## config.mk

```make
export PLATFORM = sky130hd
export DESIGN_NAME = dram_bank_sched
export DESIGN_NICKNAME = d
export VERILOG_FILES = /design/src/rtl/dram_pkg.sv /design/src/rtl/dram_open_row_table.sv /design/src/rtl/dram_bank_sched.sv
export SDC_FILE = /design/constraint.sdc
export NUM_CORES = 1
export LEC_CHECK = 0
export ABC_AREA = 1
export CAP_MARGIN = 20
export CORE_UTILIZATION = 50
export CTS_BUF_LIST = sky130_fd_sc_hd__clkbuf_8
export CTS_CLUSTER_SIZE = 25
export DETAILED_ROUTE_END_ITERATION = 12
export PLACE_DENSITY = 0.82
export SLEW_MARGIN = 25
export SYNTH_ARGS = -nofsm -noshare
export SYNTH_HDL_FRONTEND = slang
export SYNTH_SLANG_ARGS = --single-unit
```

## constraint.sdc

```tcl
create_clock -name clk -period 2 [get_ports clk]
set_clock_uncertainty 0.1 [all_clocks]
set_input_delay 0.4 -clock clk [delete_from_list [all_inputs] [get_ports clk]]
set_output_delay 0.4 -clock clk [all_outputs]
set_load 0.05 [all_outputs]
```

## src/rtl/dram_pkg.sv

```systemverilog
// dram_pkg: command encodings, scheduler states and width helpers.
// S_REFRESH exists only when DRAM_SCHED_REFRESH_EN is defined.
package dram_pkg;

   localparam logic [1:0] CMD_PRE = 2'b00;
   localparam logic [1:0] CMD_ACT = 2'b01;
   localparam logic [1:0] CMD_RD  = 2'b10;
   localparam logic [1:0] CMD_WR  = 2'b11;

   localparam int DEF_BANKS = 8;
   localparam int DEF_ROWS  = 128;
   localparam int DEF_COLS  = 8;

   typedef enum logic [2:0] {
      S_IDLE,
      S_ISSUE,
      S_WAIT_HI,
      S_WAIT_LO
`ifdef DRAM_SCHED_REFRESH_EN
      ,
      S_REFRESH
`endif
   } sched_state_e;

   // Index width for a power-of-two count, never narrower than 1 bit.
   function automatic int idx_w(input int n);
      return (n > 1) ? $clog2(n) : 1;
   endfunction

   localparam int DEF_BANK_W = idx_w(DEF_BANKS);
   localparam int DEF_ROW_W  = idx_w(DEF_ROWS);
   localparam int DEF_COL_W  = idx_w(DEF_COLS);

endpackage

```

## src/rtl/dram_open_row_table.sv

```systemverilog
// dram_open_row_table: per-bank open flag and open row index.
// Combinational lookup port, single registered update port.
module dram_open_row_table
   import dram_pkg::*;
#(
   parameter int NUM_OF_BANKS = DEF_BANKS,
   parameter int NUM_OF_ROWS  = DEF_ROWS,
   localparam int BW = idx_w(NUM_OF_BANKS),
   localparam int RW = idx_w(NUM_OF_ROWS)
) (
   input  logic          clk,
   input  logic          rst_b,
   input  logic [BW-1:0] lk_bank,
   output logic          lk_open,
   output logic [RW-1:0] lk_row,
   input  logic          upd_en,
   input  logic          upd_set,
   input  logic [BW-1:0] upd_bank,
   input  logic [RW-1:0] upd_row
);

   logic [NUM_OF_BANKS-1:0] open_q;
   logic [RW-1:0]           row_q [NUM_OF_BANKS];

   // ACT opens a bank on a row, PRE closes it; reset closes all.
   always_ff @(posedge clk or negedge rst_b) begin
      if (!rst_b) begin
         open_q <= '0;
         for (int i = 0; i < NUM_OF_BANKS; i++)
            row_q[i] <= '0;
      end else if (upd_en) begin
         open_q[upd_bank] <= upd_set;
         if (upd_set)
            row_q[upd_bank] <= upd_row;
      end
   end

   assign lk_open = open_q[lk_bank];
   assign lk_row  = row_q[lk_bank];

endmodule

```

## src/rtl/dram_bank_sched.sv

```systemverilog
// dram_bank_sched: PRE/ACT/RD/WR scheduler over a 4-phase req/ack link.
// Define DRAM_SCHED_REFRESH_EN for the periodic close-all sweep.
module dram_bank_sched
   import dram_pkg::*;
#(
   parameter int NUM_OF_BANKS   = DEF_BANKS,
   parameter int NUM_OF_ROWS    = DEF_ROWS,
   parameter int NUM_OF_COLS    = DEF_COLS,
   parameter int REFRESH_PERIOD = 1024,
   localparam int BW = idx_w(NUM_OF_BANKS),
   localparam int RW = idx_w(NUM_OF_ROWS),
   localparam int CW = idx_w(NUM_OF_COLS)
) (
   input  logic                    clk,
   input  logic                    rst_b,
   input  logic                    req_valid,
   output logic                    req_ready,
   input  logic                    req_rw,
   input  logic [BW-1:0]           req_bank,
   input  logic [RW-1:0]           req_row,
   input  logic [CW-1:0]           req_col,
   output logic                    cmd_req,
   input  logic                    cmd_ack,
   output logic [1:0]              cmd,
   output logic [NUM_OF_BANKS-1:0] bank_sel,
   output logic [NUM_OF_ROWS-1:0]  row_sel,
   output logic [NUM_OF_COLS-1:0]  col_sel,
   output logic                    bank_rw,
   output logic                    buf_rw,
   output logic                    done,
   output logic                    row_hit
);

   sched_state_e  state, state_nx;
   logic [BW-1:0] bank_q;
   logic [RW-1:0] row_q, pre_row_q;
   logic [CW-1:0] col_q;
   logic [1:0]    cmd_q, plan_cmd;
   logic          rw_q, hit_q, cmd_req_q, ready_q;
   logic          done_q, hit_pulse_q;
   logic          plan_hit, accept, ack_hi, ack_lo;
   logic          more, sweep, pend;
   logic [BW-1:0] lk_bank;
   logic          lk_open;
   logic [RW-1:0] lk_row;
   logic          upd_en;

   dram_open_row_table #(
      .NUM_OF_BANKS (NUM_OF_BANKS),
      .NUM_OF_ROWS  (NUM_OF_ROWS)
   ) u_tbl (
      .clk      (clk),
      .rst_b    (rst_b),
      .lk_bank  (lk_bank),
      .lk_open  (lk_open),
      .lk_row   (lk_row),
      .upd_en   (upd_en),
      .upd_set  (cmd_q == CMD_ACT),
      .upd_bank (bank_q),
      .upd_row  (row_q)
   );

`ifdef DRAM_SCHED_REFRESH_EN
   localparam int RCW = idx_w(REFRESH_PERIOD);

   logic [RCW-1:0] ref_cnt;
   logic [BW-1:0]  ref_idx;
   logic           pend_q, refr_q, wrap, ref_last;

   assign wrap     = (ref_cnt == RCW'(REFRESH_PERIOD - 1));
   assign ref_last = (ref_idx == BW'(NUM_OF_BANKS - 1));
   assign pend     = pend_q;
   assign sweep    = refr_q;
   assign lk_bank  = (state == S_REFRESH) ? ref_idx : req_bank;

   // Refresh timer, pending flag and the ascending bank sweep pointer.
   always_ff @(posedge clk or negedge rst_b) begin
      if (!rst_b) begin
         ref_cnt <= '0;
         pend_q  <= 1'b0;
         refr_q  <= 1'b0;
         ref_idx <= '0;
      end else begin
         ref_cnt <= wrap ? '0 : ref_cnt + 1'b1;
         if (wrap)
            pend_q <= 1'b1;
         else if (state == S_REFRESH && state_nx == S_IDLE)
            pend_q <= 1'b0;
         if (state == S_IDLE && state_nx == S_REFRESH) begin
            refr_q  <= 1'b1;
            ref_idx <= '0;
         end else if (state == S_REFRESH) begin
            if (state_nx == S_IDLE)
               refr_q <= 1'b0;
            else if (!lk_open)
               ref_idx <= ref_idx + 1'b1;
         end
      end
   end
`else
   assign pend    = 1'b0;
   assign sweep   = 1'b0;
   assign lk_bank = req_bank;
`endif

   assign req_ready = ready_q && !pend;
   assign accept    = (state == S_IDLE) && req_valid && req_ready;
   assign ack_hi    = (state == S_WAIT_HI) && cmd_ack;
   assign ack_lo    = (state == S_WAIT_LO) && !cmd_ack;
   assign more      = !sweep && (cmd_q == CMD_PRE || cmd_q == CMD_ACT);
   assign upd_en    = ack_hi && (cmd_q == CMD_PRE || cmd_q == CMD_ACT);

   // First command of the plan from the looked-up bank state.
   always_comb begin
      plan_cmd = req_rw ? CMD_WR : CMD_RD;
      plan_hit = 1'b0;
      unique case (1'b1)
         !lk_open:                      plan_cmd = CMD_ACT;
         lk_open && lk_row != req_row:  plan_cmd = CMD_PRE;
         lk_open && lk_row == req_row:  plan_hit = 1'b1;
      endcase
   end

   // Next state of the handshake sequencer.
   always_comb begin
      state_nx = state;
      unique case (state)
         S_IDLE: begin
`ifdef DRAM_SCHED_REFRESH_EN
            if (pend_q)
               state_nx = S_REFRESH;
            else
`endif
            if (accept)
               state_nx = S_ISSUE;
         end
         S_ISSUE:   state_nx = S_WAIT_HI;
         S_WAIT_HI: if (cmd_ack) state_nx = S_WAIT_LO;
         S_WAIT_LO: begin
            if (!cmd_ack) begin
               state_nx = more ? S_ISSUE : S_IDLE;
`ifdef DRAM_SCHED_REFRESH_EN
               if (refr_q)
                  state_nx = S_REFRESH;
`endif
            end
         end
`ifdef DRAM_SCHED_REFRESH_EN
         S_REFRESH: begin
            if (lk_open)
               state_nx = S_ISSUE;
            else if (ref_last)
               state_nx = S_IDLE;
         end
`endif
         default: state_nx = S_IDLE;
      endcase
   end

   // State, request capture, command sequencing and completion pulses.
   always_ff @(posedge clk or negedge rst_b) begin
      if (!rst_b) begin
         state       <= S_IDLE;
         bank_q      <= '0;
         row_q       <= '0;
         pre_row_q   <= '0;
         col_q       <= '0;
         rw_q        <= 1'b0;
         hit_q       <= 1'b0;
         cmd_q       <= CMD_PRE;
         cmd_req_q   <= 1'b0;
         ready_q     <= 1'b0;
         done_q      <= 1'b0;
         hit_pulse_q <= 1'b0;
      end else begin
         state       <= state_nx;
         ready_q     <= (state_nx == S_IDLE);
         done_q      <= ack_lo && !more && !sweep;
         hit_pulse_q <= ack_lo && !more && !sweep && hit_q;
         if (accept) begin
            bank_q    <= req_bank;
            row_q     <= req_row;
            pre_row_q <= lk_row;
            col_q     <= req_col;
            rw_q      <= req_rw;
            cmd_q     <= plan_cmd;
            hit_q     <= plan_hit;
         end
`ifdef DRAM_SCHED_REFRESH_EN
         if (state == S_REFRESH && lk_open) begin
            bank_q    <= ref_idx;
            pre_row_q <= lk_row;
            cmd_q     <= CMD_PRE;
         end
`endif
         if (ack_lo && more)
            cmd_q <= (cmd_q == CMD_PRE) ? CMD_ACT : (rw_q ? CMD_WR : CMD_RD);
         if (ack_hi)
            cmd_req_q <= 1'b0;
         else if (state == S_ISSUE || (ack_lo && more))
            cmd_req_q <= 1'b1;
      end
   end

   assign cmd_req  = cmd_req_q;
   assign cmd      = cmd_req_q ? cmd_q : CMD_PRE;
   assign bank_sel = cmd_req_q ? (NUM_OF_BANKS'(1) << bank_q) : '0;
   assign row_sel  = !cmd_req_q          ? '0 :
                     (cmd_q == CMD_PRE)  ? (NUM_OF_ROWS'(1) << pre_row_q) :
                     (cmd_q == CMD_ACT)  ? (NUM_OF_ROWS'(1) << row_q) : '0;
   assign col_sel  = (cmd_req_q && cmd_q[1]) ? (NUM_OF_COLS'(1) << col_q) : '0;
   assign bank_rw  = cmd_req_q && (cmd_q == CMD_PRE);
   assign buf_rw   = cmd_req_q && (cmd_q == CMD_WR);
   assign done     = done_q;
   assign row_hit  = hit_pulse_q;

endmodule

```

==> results of run 1 <==
metrics by stage:
stage / instances / area (µm²) / worst slack, ps
2_1_floorplan: 1280 / 9422 / -138.7
3_5_place_dp: 1702 / 13480 / -468.4
3_3_place_gp: 1702 / 13480 / -279.2
cells by family after synthesis:
kind of cell | Yosys count | share of synthesized area [%]
AOI/OAI and AO/OA | 227 | 15.23
DFF | 95 | 31.48
and+or+nand+nor | 753 | 42.07
other | 1 | 0.04966
buffers and inverters | 204 | 11.17
cells in the mapped netlist (all sizes together) (4+ instances only):
master,number
a21oi,121
a31oi,4
buf,39
clkbuf,61
dfrtp,95
inv,103
nand2,419
nand3,73
nand4,43
nor2,158
nor3,32
nor3b,8
nor4,19
o21ai,98
==> results.toml, run 1 <==
[yosys]
synth_edf_count = 0
synthCells = 1280
synthFlopType = "dfrtp_1"
synth-seq-cells = 95
yosysWarnings = 0
syn_area_um2 = 7551
synth_area_leader_cell = "dfrtp_1"
netlist.area_leader.share_pct = 31.48
syn_avg_cell_area_um2 = 5.899
synth_cell_types = 31
ys_seq_area_share_pct = 31.48
synth_area_leaders = "dfrtp_1 31%, nand2_1 21%, a21oi_1 8.0%, nor2_1 7.7%, o21ai_0 5.8%"
synth_nets = 1298
synthArstFlopShare_pct = 100.0

[cts]
cts_resized = 313
cts_setup_buffers = 34
htree_num_levels = 3
cts_hold_buf = 1
cts_num_sinks = 95
root_buffer = "clkbuf_8"
clock_path_buffers = 2
cts_buffers = 9

[die]
die_h_um = 124.9
top_level_ports = 170
fp-row-count = 44
fp.dieW_um = 124.9
initial_core_util_pct = 51.56

[status]
stop_stage = "clock tree synthesis (4_1_cts)"
error = "[ERROR DPL-0038] Utilization greater than 100%, impossible to legalize"
status = "did not finish"

[place]
io_buffers = 169
gp_congestion = 0.9978
hpwl_um = 28690
==> run 2: changes to the inputs <==
CORE_UTILIZATION = 35   (was 50)
CTS_BUF_LIST = default   (was sky130_fd_sc_hd__clkbuf_8)
CTS_CLUSTER_SIZE = default   (was 25)
PLACE_DENSITY = default   (was 0.82)
PLACE_DENSITY_LB_ADDON = 0.15   (was default)
==> run 2 against run 1 <==
  * The flow now finishes, with violations (negative setup slack)
  * Synthesized cell count unchanged
  * Area after synthesis unchanged
==> results.toml, run 2 <==
[pwr]
pwr-share-seq_pct = 16.1
swShare_pct = 52.45
p_int_mw = 7.346
leakage_nw = 6.750
p_per_area_nw_per_um2 = 906.2
pwr-share-comb_pct = 73.1
clkPwrFrac_pct = 10.8
power.switching_mw = 8.105
vdd_ir_drop_max_mv = 0.7279

[worst_setup_path]
r2r_cells = 12
path_max_fanout = 4
rr_startpoint = "cmd_q[0]"
cp-startpoint = "row_q[1]"
crit_path_end_kind = "output port"
crit_path_start_kind = "flip-flop"
path_class = "flip-flop to output port"
r2r_slack_ps = 0
cp-endpoint = "row_sel[125]"
worstPathRequired_ps = 1500
arrival_ps = 2430
rr_endpoint = "u_tbl.row_q[12]"

[die]
fp-row-count = 53
dieArea_um2 = 22170
fp.dieW_um = 148.9
coreArea_um2 = 21090
top_level_ports = 170
die_h_um = 148.9
initial_core_util_pct = 35.81

[drt]
routed_wirelength_um = 48200
vias = 11510
viasPerCell = 6.031
wire_per_inst_um = 25.26
dr.first_iter.drc_count = 1220
drtAntennaViolNets = 0
drcViolationCount = 0
firstDrtPassIters = 7

[finish]
regMostFlops = "u_tbl.row_q"
final_common_cell = "nand2_1"
largest_reg_flops = 56
top_regs = "u_tbl.row_q: 56 flops, u_tbl.open_q: 8 flops"
antenna_cells = 0
area_growth_pct = 125.8
drive_above_1_share_pct = 58.48
final_util_pct = 80.85
final_cell_mix = "269 x nand2_1, 164 x buf_4, 155 x buf_12"
layout.nets = 1646

[yosys]
synthFlopType = "dfrtp_1"
synth.area.mux_share_pct = 0
synth_simple_gate_area_share_pct = 42.07
ys_seq_area_share_pct = 31.48
synth_edf_count = 0
synth_area_leaders = "dfrtp_1 31%, nand2_1 21%, a21oi_1 8.0%, nor2_1 7.7%, o21ai_0 5.8%"
synth_nets = 1298
synth_xor_area_share_pct = 0
synthArstFlopShare_pct = 100.0
syn_avg_cell_area_um2 = 5.899
synth_adder_area_share_pct = 0
synth_compound_area_share_pct = 15.23
synth-seq-cells = 95
synth.most_common_cell = "nand2_1"
yosysWarnings = 0
syn_area_um2 = 7551
netlist.area_leader.share_pct = 31.48
synthCells = 1280
synth_area_leader_cell = "dfrtp_1"
synth_top_family_by_area = "simple AND/OR/NAND/NOR gates"
synth_cell_types = 31
ys_top_cells_by_count = "419 x nand2_1, 154 x nor2_1, 121 x a21oi_1"

[grt]
grt_antenna_before_repair = 0
grt_pass1_wl_um = 57080
overflow = 0
grt_max_degree = 37
grtUsageTotal_pct = 33.29
grt_pass1_vias = 10430

[status]
status = "complete, but fails checks"
violations = "negative setup slack"

[cts]
root_buffer = "clkbuf_16"
clock_path_buffers = 2
cts_buffers = 9
cts_num_sinks = 95
htree_num_levels = 3
tritoncts = "done"
clk_pin_slew_worst_paths_ps = 70
clk_latency_ps = 350

[timing]
fin_crit_ps = 2930
tns_ps = -79620
setup-violations-final = 143
maxClockFrequency_ghz = 0.3414
whs_ps = 379.5
fin_ws_ps = -929.5
rsz0062_at_grt = "true"
hold_violations = 0
post-route-period-util_pct = 146.5
final_max_slew_viol_count = 0
worst_slew_margin_rel_pct = 56.42
worst_pin_slew_ps = 648.8

[hold_path]
hold_class = "flip-flop to flip-flop"

[run]
maxCapViolCount = 0

[place]
gp_congestion = 0.9429
hpwl_um = 24900
io_buffers = 169
run 2: cell counts after synthesis:
Identical to the previous run, type by type.
run 2: what timing repair did:
| item | 4_1_cts | 5_1_grt |
|---|---|---|
| gates resized for setup | 316 | 318 |
| setup buffers | 30 | 53 |
| pin swaps | 123 | 187 |
| cloned | 11 | 6 |
| endpoints found under the setup margin | 146 | 148 |
| hold buffers | 1 | 0 |
| hold endpoints to repair | 30 | 0 |
run 2: how the worst min path moves through the flow:
| stage | cells past startpoint | endpoint | start | slack (ps) |
|---|---|---|---|---|
| 2_1_floorplan | 0 | bank_q[0] | rst_b | 4 |
| 3_3_place_gp | 1 | u_tbl.row_q[49] | rst_b | 270 |
| 3_5_place_dp | 1 | u_tbl.row_q[35] | rst_b | 270 |
| 4_1_cts | 2 | u_tbl.open_q[6] | u_tbl.open_q[6] | 380 |
| 5_1_grt | 2 | u_tbl.open_q[7] | u_tbl.open_q[7] | 400 |
| 6_report | 2 | u_tbl.open_q[6] | u_tbl.open_q[6] | 380 |
run 2: cell type report:
class	count	area (µm²)
Timing Repair Buffer	434	5783
Clock inverter	5	43.79
Timing Repair inverter	3	52.55
Multi-Input combinational cell	981	7711
Sequential cell	95	2394
Tap cell	275	344.1
Clock buffer	11	242.7
Fill cell	1169	4038
Inverter	104	479.2
run 2: cell families (layout without fill, tap and decap cells):
kind of cell | Yosys count | in the layout
buffers and inverters | 204 | 557
AND/OR/NAND/NOR | 753 | 753
flip-flops | 95 | 95
other | 1 | 1
AO/OA/AOI/OAI | 227 | 227
run 2: per-stage QoR:
step	total power, mW	setup slack [ps]	cell area [µm²]	std cells
6_report	15.45	-929.5	17050	1908
5_1_grt	15.80	-978.3	17050	1908
4_1_cts	13.22	-534.3	15560	1860
3_5_place_dp	9.954	-361.0	13650	1804
3_3_place_gp	9.883	-340.4	13650	1804
2_1_floorplan	6.957	-138.7	9422	1280
run 2: worst max-delay path, cell delays in order (launching register included):
cell and delay [ps]:
dfrtp_2 460, inv_4 120, buf_6 120, nand3_4 150
buf_6 170, nor4_4 490, nand2_2 170, a21oi_4 240
buf_12 160
run 2: power groups by stage:
stage | logic (mW) | clock network [mW] | registers, mW
2_1_floorplan | 4.55 | 0 | 2.40
5_1_grt | 11.5 | 1.77 | 2.49
6_report | 11.3 | 1.67 | 2.48
3_3_place_gp | 7.46 | 0 | 2.42
4_1_cts | 9.09 | 1.69 | 2.44
3_5_place_dp | 7.53 | 0 | 2.43
run 2: layer usage:
| layer | global-route usage (%) | routed length (µm) |
|---|---|---|
| met1 | 40.13 | 15980 |
| met2 | 57.05 | 22510 |
| met3 | 5.321 | 5656 |
| met4 | 17.19 | 3960 |
| met5 | 0 | 95 |
Power figures use the tool's default switching activity.
